==> config.mk <==
export PLATFORM = sky130hd
export DESIGN_NAME = frame_source
export DESIGN_NICKNAME = d
export VERILOG_FILES = /design/src/rtl/hough_video_pkg.sv /design/src/rtl/raster_counter.sv /design/src/rtl/frame_source.sv
export SDC_FILE = /design/constraint.sdc
export NUM_CORES = 1
export LEC_CHECK = 0
export ABC_AREA = 1
export CAP_MARGIN = 20
export CORE_MARGIN = 2
export CORE_UTILIZATION = 45
export DETAILED_ROUTE_END_ITERATION = 7
export GPL_ROUTABILITY_DRIVEN = 0
export GPL_TIMING_DRIVEN = 1
export HOLD_SLACK_MARGIN = 0.03
export PLACE_DENSITY_LB_ADDON = 0.3
export SLEW_MARGIN = 20
export SYNTH_ARGS = -nofsm -noshare
export SYNTH_HDL_FRONTEND = slang
export SYNTH_SLANG_ARGS = --single-unit
==> constraint.sdc <==
create_clock -name Clk -period 2.2 [get_ports Clk]
set_input_delay 0.22 -clock Clk [delete_from_list [all_inputs] [get_ports Clk]]
set_output_delay 0.22 -clock Clk [all_outputs]
set_load 0.05 [all_outputs]
==> src/rtl/hough_video_pkg.sv <==
// Shared definitions for the Hough video pipeline: pixel/counter widths,
// source mode and FSM encodings, and the built-in test-pattern generator.
package hough_video_pkg;

    localparam int PIX_W = 8;
    localparam int CNT_W = 8;

    typedef enum logic [1:0] {
        MODE_MEM   = 2'd0,
        MODE_HRAMP = 2'd1,
        MODE_VRAMP = 2'd2,
        MODE_CHECK = 2'd3
    } mode_e;

    typedef enum logic [1:0] {
        ST_IDLE  = 2'd0,
        ST_RUN   = 2'd1,
        ST_DRAIN = 2'd2
    } state_e;

    // Test-pattern value for a raster position; memory mode yields 0 here
    // because its pixel comes from the frame memory instead.
    function automatic logic [PIX_W-1:0] pattern_pixel(
        input mode_e            mode,
        input logic [CNT_W-1:0] col,
        input logic [CNT_W-1:0] row
    );
        logic [PIX_W-1:0] pix;
        case (mode)
            MODE_HRAMP: pix = col;
            MODE_VRAMP: pix = row;
            MODE_CHECK: pix = (col[3] ^ row[3]) ? 8'hFF : 8'h00;
            default:    pix = '0;
        endcase
        return pix;
    endfunction

endpackage

==> src/rtl/raster_counter.sv <==
// Column/row/linear-address raster counter with end-of-line, end-of-frame
// flags. load restarts at the origin; advance steps one pixel.
module raster_counter
    import hough_video_pkg::*;
#(
    parameter int ADDR_W = 16
) (
    input  logic              clk,
    input  logic              rst_n,
    input  logic              load,
    input  logic              advance,
    input  logic [CNT_W-1:0]  line_len,
    input  logic [CNT_W-1:0]  num_lines,
    output logic [CNT_W-1:0]  col,
    output logic [CNT_W-1:0]  row,
    output logic [ADDR_W-1:0] addr,
    output logic              last_col,
    output logic              last_row,
    output logic              last_pix
);

    // End-of-line / end-of-frame flags for the current position.
    always_comb begin
        last_col = (col == line_len - CNT_W'(1));
        last_row = (row == num_lines - CNT_W'(1));
        last_pix = last_col && last_row;
    end

    // Counters: load has priority so a frame wrap always restarts at 0.
    // NOTE: state registers use non-blocking assignments so every flop
    // samples pre-edge values regardless of statement order.
    always_ff @(posedge clk or negedge rst_n) begin
        if (!rst_n) begin
            col  <= '0;
            row  <= '0;
            addr <= '0;
        end else if (load) begin
            col  <= '0;
            row  <= '0;
            addr <= '0;
        end else if (advance) begin
            if (last_col) begin
                col <= '0;
                row <= last_row ? '0 : row + CNT_W'(1);
            end else begin
                col <= col + CNT_W'(1);
            end
            addr <= last_pix ? '0 : addr + ADDR_W'(1);
        end
    end

endmodule

==> src/rtl/frame_source.sv <==
// Head of the pixel pipeline: rasters frames from a sync-read frame memory
// or a test pattern onto a gap-free pixel stream with line/frame markers.
// Pipeline: S0 counters/MemAddr/MemRd, S1 memory data or pattern, S2 outputs.
module frame_source
    import hough_video_pkg::*;
#(
    parameter int ADDR_W = 16
) (
    input  logic              Clk,
    input  logic              nReset,
    input  logic              Start,
    input  logic              Continuous,
    input  logic [1:0]        Mode,
    input  logic [CNT_W-1:0]  LineLen,
    input  logic [CNT_W-1:0]  NumLines,
    output logic [ADDR_W-1:0] MemAddr,
    output logic              MemRd,
    input  logic [PIX_W-1:0]  MemData,
    output logic [PIX_W-1:0]  PixelOut,
    output logic              LineOut,
    output logic              FrameOut,
    output logic              Busy
);

    state_e             state, state_nxt;
    logic               drain_cnt;
    logic               load, advance, latch;
    logic               params_ok, run;
    logic [CNT_W-1:0]   len_q, lines_q;
    mode_e              mode_q;

    logic [CNT_W-1:0]   col, row;
    logic [ADDR_W-1:0]  addr;
    logic               last_col, last_row, last_pix;

    logic               p1_valid, p1_line, p1_frame, p1_mem;
    logic [PIX_W-1:0]   p1_pat;
    logic               p2_line, p2_frame;
    logic [PIX_W-1:0]   p2_pix;

    raster_counter #(.ADDR_W(ADDR_W)) u_raster (
        .clk       (Clk),
        .rst_n     (nReset),
        .load      (load),
        .advance   (advance),
        .line_len  (len_q),
        .num_lines (lines_q),
        .col       (col),
        .row       (row),
        .addr      (addr),
        .last_col  (last_col),
        .last_row  (last_row),
        .last_pix  (last_pix)
    );

    assign params_ok = (LineLen != '0) && (NumLines != '0);
    assign run       = (state == ST_RUN);

    // Next-state and counter control; a wrap re-latches geometry and mode.
    // NOTE: every output of this block gets a default first, so no path
    // leaves a signal unassigned and no latch is inferred.
    always_comb begin
        state_nxt = state;
        load      = 1'b0;
        advance   = 1'b0;
        latch     = 1'b0;
        case (state)
            ST_IDLE: begin
                if (Start && !Busy && params_ok) begin
                    state_nxt = ST_RUN;
                    load      = 1'b1;
                    latch     = 1'b1;
                end
            end
            ST_RUN: begin
                advance = 1'b1;
                if (last_pix) begin
                    if (Continuous && params_ok) begin
                        load  = 1'b1;
                        latch = 1'b1;
                    end else begin
                        state_nxt = ST_DRAIN;
                    end
                end
            end
            ST_DRAIN: begin
                if (drain_cnt) state_nxt = ST_IDLE;
            end
            default: state_nxt = ST_IDLE;
        endcase
    end

    // State register and two-cycle drain timer.
    always_ff @(posedge Clk or negedge nReset) begin
        if (!nReset) begin
            state     <= ST_IDLE;
            drain_cnt <= 1'b0;
        end else begin
            state     <= state_nxt;
            drain_cnt <= (state == ST_DRAIN) ? ~drain_cnt : 1'b0;
        end
    end

    // Frame parameters, captured at Start and at each wrap only.
    always_ff @(posedge Clk or negedge nReset) begin
        if (!nReset) begin
            len_q   <= '0;
            lines_q <= '0;
            mode_q  <= MODE_MEM;
        end else if (latch) begin
            len_q   <= LineLen;
            lines_q <= NumLines;
            mode_q  <= mode_e'(Mode);
        end
    end

    // S0 memory interface; address forced to 0 when not rastering.
    always_comb begin
        MemAddr = run ? addr : '0;
        MemRd   = run && (mode_q == MODE_MEM);
    end

    // S1/S2 pipeline and registered outputs; markers travel with the pixel.
    always_ff @(posedge Clk or negedge nReset) begin
        if (!nReset) begin
            p1_valid <= 1'b0;
            p1_line  <= 1'b0;
            p1_frame <= 1'b0;
            p1_mem   <= 1'b0;
            p1_pat   <= '0;
            p2_line  <= 1'b0;
            p2_frame <= 1'b0;
            p2_pix   <= '0;
            PixelOut <= '0;
            LineOut  <= 1'b0;
            FrameOut <= 1'b0;
            Busy     <= 1'b0;
        end else begin
            p1_valid <= run;
            p1_line  <= run && last_col;
            p1_frame <= run && last_pix;
            p1_mem   <= (mode_q == MODE_MEM);
            p1_pat   <= pattern_pixel(mode_q, col, row);
            p2_line  <= p1_line;
            p2_frame <= p1_frame;
            p2_pix   <= p1_valid ? (p1_mem ? MemData : p1_pat) : '0;
            PixelOut <= p2_pix;
            LineOut  <= p2_line;
            FrameOut <= p2_frame;
            Busy     <= (state != ST_IDLE);
        end
    end

endmodule

Word-level counts from Yosys, hierarchy flattened
Cells that the tools add are included.

operators by class
  reduce and logical (&&, ||, !) cells = 18
  add/subtract/negate cells = 5
  equal/unequal tests = 11
  bitwise logic cells = 2
  muxes and demuxes = 26

operator list
  cell                   number
  $mux 8                 10
  $mux 16                4
  $pmux 8 s3             1
  $add 16x1->16 const B  1
  $add 8x1->8 const B    2
  $eq 8x8->1             2
  $reduce_bool 8->1      2
  $sub 8x1->8 const B    2
  $logic_and 1x1->1      8
  $mux 2                 4
  $eq 2x2->1 const B     3
  $ne 2x2->1 const B     3
  $pmux 2 s3             1
  $reduce_bool 2->1      3
  $mux 1                 5
  $eq 2x1->1 const B     2
  $logic_not 2->1        2
  $reduce_and 4->1       1
  $ne 2x1->1 const B     1
  $pmux 1 s2             1
  $reduce_and 2->1       1
  $logic_not 1->1        1
  $not 1->1              1
  $xor 1x1->1            1

word-level totals
  flip-flop bits (word level) = 86
  word-level logic and storage cells = 82
  bits of input ports = 30
  output and inout bits = 28

Depth between registers and ports, before layout
  depth after elaboration = 8
  depth in mapped cells = 17
  gate-level depth less buffers = 16

Cells and area by module
A second synthesis with hierarchy kept.

second synthesis, totals
  cell total of the unflattened synthesis = 668
  area, all modules = 4964.8 um^2

by module, submodules not included
  module          times used  sequential area each (um^2)  cells each  area each (um^2)
  raster_counter  1           800.8                        406         2697.6
  frame_source    1           1351.3                       262         2267.2

Worst setup path before layout
Ideal clock, no wire load.

  path type = reg2out
  start = reg state[0]
  end = out MemRd
  path buffers = 2
  cell stages (with the launch flop) = 7
  arrival time = 2.103 ns
  setup slack = -0.123 ns
  path through = dfrtp_1 -> inv_1 -> nor2_1 -> buf_2 -> inv_1 -> clkbuf_1 -> nor3_1

between the ends
  cells in the longest elaborated chain, start to end = 2

ends and longest elaborated chain
  what                      line                 source
  start: declaration        frame_source.sv:25   state_e state, state_nxt;
  start signal: assignment  frame_source.sv:99   state <= state_nxt;
  $eq 2x1->1                frame_source.sv:57   assign run = (state == ST_RUN);
  $logic_and 1x1->1         frame_source.sv:120  MemRd = run && (mode_q == MODE_MEM);
  end: declaration          frame_source.sv:17   output logic MemRd,

Every way passes these cells.

Final worst setup path
  start = reg len_q[1]
  end = reg lines_q[4]

between the ends
  cells in the longest elaborated chain, start to end = 5

ends and longest elaborated chain
  what                      line                  source
  start: declaration        frame_source.sv:29    logic [CNT_W-1:0] len_q, lines_q;
  start signal: assignment  frame_source.sv:111   len_q <= LineLen;
  $sub 8x1->8               raster_counter.sv:24  last_col = (col == line_len - CNT_W'(1));
  $eq 8x8->1                raster_counter.sv:24
  $logic_and 1x1->1         raster_counter.sv:26  last_pix = last_col && last_row;
  $mux 1                    frame_source.sv:77    if (last_pix) begin
  $pmux 1 s2                frame_source.sv:67    case (state)
  end signal: assignment    frame_source.sv:112   lines_q <= NumLines;
  end: declaration          frame_source.sv:29

Every way passes these cells.
A chain may end at the register's enable or synchronous reset.

==> results.cfg <==
[place]
dp_hpwl_mm = 8.24
dp_slack_ps = 64.0
io_buffers = 57
postPlaceCellArea_mm2 = 0.00577

[setup_path]
cp_max_fo = 7
crit_required_ps = 2510
cp.arrival_ps = 2470
crit_path_end_kind = flip-flop
critical_path.startpoint_type = flip-flop
crit_type = flip-flop to flip-flop

[layout]
final_area_mm2 = 0.00631
synthToLayoutAreaGrowth_pct = 29.8
final_nets = 757
antennaDiodeCount = 0
drive_gt1_share_pct = 17.7
fin_util_pct = 60.6
fillers = 913

[power]
swShare_pct = 46.9
switching_power_w = 0.00388
leakage_nw = 2.99
pwr-share-comb_pct = 51.9
clockPowerShare_pct = 16.0
powerDensity_mw_per_mm2 = 1310
ir_drop_mv = 0.607
p_seq_share_pct = 32.2
intPower_w = 0.00439

[logic_synthesis]
synth_edf_count = 0
synth.avg_cell_area_um2 = 7.53
yosys_warnings = 0
synth_top_cell_area_share_pct = 44.3
async_reset_ff_share_pct = 100
yosys.area.top_type = dfrtp_1
synth_seq_cells = 86
ys_types = 33
syn-instance-count = 646
seq_area_frac_synth_pct = 44.3
ys_top_cells_by_area = dfrtp_1 (44%), nand2_1 (13%), nand3_1 (6.0%)
ys.flop_type = dfrtp_1
syn_nets = 681
netlist_area_mm2 = 0.00486

[detailed_routing]
antenna_left = 0
routed_wl_mm = 11.8
wl_per_cell_um = 13.7
initialDrtViolationCount = 266
via_count = 4390
via_per_inst = 5.09
drc = 0
firstDrtPassIters = 6

[global_routing]
grt_pass1_vias = 4123
grt_pass1_wl_mm = 18.7
grt_max_degree = 45
grt_use_total_pct = 20.2
grt_antenna_before_repair = 0
grt_overflow_total = 0

[clock_tree]
cts-root-buf = clkbuf_8
cts.sinks = 86
clock_latency_ps = 370
cts_buffer_depth = 2
htreeDepth = 3
cts_tree = yes
cts_made_buffers = 9
path_clk_slew_ps = 110

[floorplanning]
die_w_um = 108
coreArea_mm2 = 0.0104
io_pins = 58
die_area_mm2 = 0.0117
start_util_pct = 46.7
rows = 37
die_h_um = 108

[worst_hold_path]
hp-class = flip-flop to flip-flop

[sta]
fin_skew_ps = 14.8
worst_slack_ps = 42.2
timing.final.crit_share_pct = 98.1
finalHoldViolCount = 0
slew_headroom_pct = 61.7
finalSetupViolations = 0
slew_viol_final = 0
timing.final.crit_period_ps = 2160
tightest_slew_ps = 574
fmax_mhz = 463
holdWs_ps = 352
rsz0062_at_grt = true

[run_status]
status = finished clean

[run]
maxCapViolations = 0
## kinds of logic after synthesis
kind of cell | count (synthesis) | synth area share (%)
flip-flops | 86 | 44.2
AO/OA/AOI/OAI | 53 | 6.30
adder cells (fa/ha/maj) | 5 | 1.29
XOR/XNOR | 33 | 6.10
buffers and inverters | 104 | 8.54
AND/OR/NAND/NOR | 365 | 33.5
## flip-flops by register name, indices dropped and copies added (netlist names), 2 cells and up
register and flops:
u_raster.addr 16, PixelOut 8, len_q 8, lines_q 8, p1_pat 8, p2_pix 8, u_raster.col 8, u_raster.row 8
mode_q 2, state 2
## Yosys cell counts (all sizes together) (7+ instances only)
library cell    n
nand2         201
inv            89
dfrtp          86
nor2           84
nand3          62
o21ai          36
xor2           26
buf             8
nor3            8
clkbuf          7
o221ai          7
xnor2           7
## worst paths after layout
| path | from | end | slack [ps] | depth (start not counted) |
|---|---|---|---|---|
| max | len_q[1] | lines_q[4] | 40 | 15 |
| min | p2_pix[3] | PixelOut[3] | 350 | 0 |
| max reg2reg | len_q[1] | lines_q[4] | 40 | 15 |
| min reg2reg | p2_pix[3] | PixelOut[3] | 350 | 0 |
| max in group asynchronous | nReset | u_raster.addr[2] | 1180 | 3 |
| min in group asynchronous | nReset | PixelOut[2] | 390 | 2 |
## per-layer routing
layer	global-route usage, %	share of wire (%)	up-vias
met5	0	0	-
met4	5.22	1.2	0
met3	3.68	5.9	15
met2	32.8	48	164
met1	28.0	45	2032
li1	-	-	2179
## worst max-delay path, stage by stage (launching register included)
cell       delay [ps]
dfrtp_1           390
inv_1              90
ha_4              270
inv_1              40
nand2_1            40
nand2_1            60
nor2_2             90
nand2_1            60
nor2_1            150
nand3_2           130
nor2_4            160
nand3_4           120
nand2_8           190
clkbuf_16         170
nand3_1            70
nand2_1            80
## cells in the final DEF (no fill, tap or decap), types with 7 or more instances in the layout
cell type        instances
nand2_1                172
dfrtp_1                 86
inv_1                   73
nor2_1                  72
nand3_1                 52
clkdlybuf4s50_1         39
o21ai_0                 31
nand2_2                 26
xor2_1                  25
buf_12                  20
inv_2                   15
buf_4                   14
nand3_2                  9
clkbuf_8                 9
o221ai_1                 7
nor2_4                   7
nor3_1                   7
xnor2_1                  7
## per-stage QoR
| step | TNS [ps] | power (W) | cells |
|---|---|---|---|
| after detailed placement | 0 | 0.00643 | 831 |
| after CTS | 0 | 0.00784 | 851 |
| after global routing | -1930 | 0.00887 | 863 |
| after global placement | 0 | 0.00631 | 831 |
| after floorplan | 0 | 0.00530 | 646 |
| final | 0 | 0.00826 | 863 |
## power by group through the flow
stage / combinational (W) / clock (W) / sequential [W]
after floorplan: 0.00257 / 0 / 0.00273
after CTS: 0.00385 / 0.00133 / 0.00265
after detailed placement: 0.00376 / 0 / 0.00268
final: 0.00429 / 0.00132 / 0.00266
after global placement: 0.00366 / 0 / 0.00265
after global routing: 0.00471 / 0.00141 / 0.00275
## area by class of cell
| cell class | count | area (um2) | area share, % |
|---|---|---|---|
| timing repair buffer | 77 | 967 | 15.3 |
| tap | 136 | 170 | 2.70 |
| sequential | 86 | 2150 | 34.1 |
| inverter | 89 | 338 | 5.35 |
| timing repair inverter | 1 | 7.51 | 0.119 |
| clock buffer | 9 | 124 | 1.96 |
| clock inverter | 7 | 111 | 1.76 |
| multi-input combinational | 458 | 2440 | 38.7 |
## repair_timing
item	in CTS	in global routing
gates cloned	1	5
hold buffers	1	0
gates resized for setup	4	26
pin swaps	0	31
buffers inserted	2	7
hold endpoints to repair	42	0
setup endpoints to repair	3	43
No activity file was read; power rests on OpenSTA's default activity.
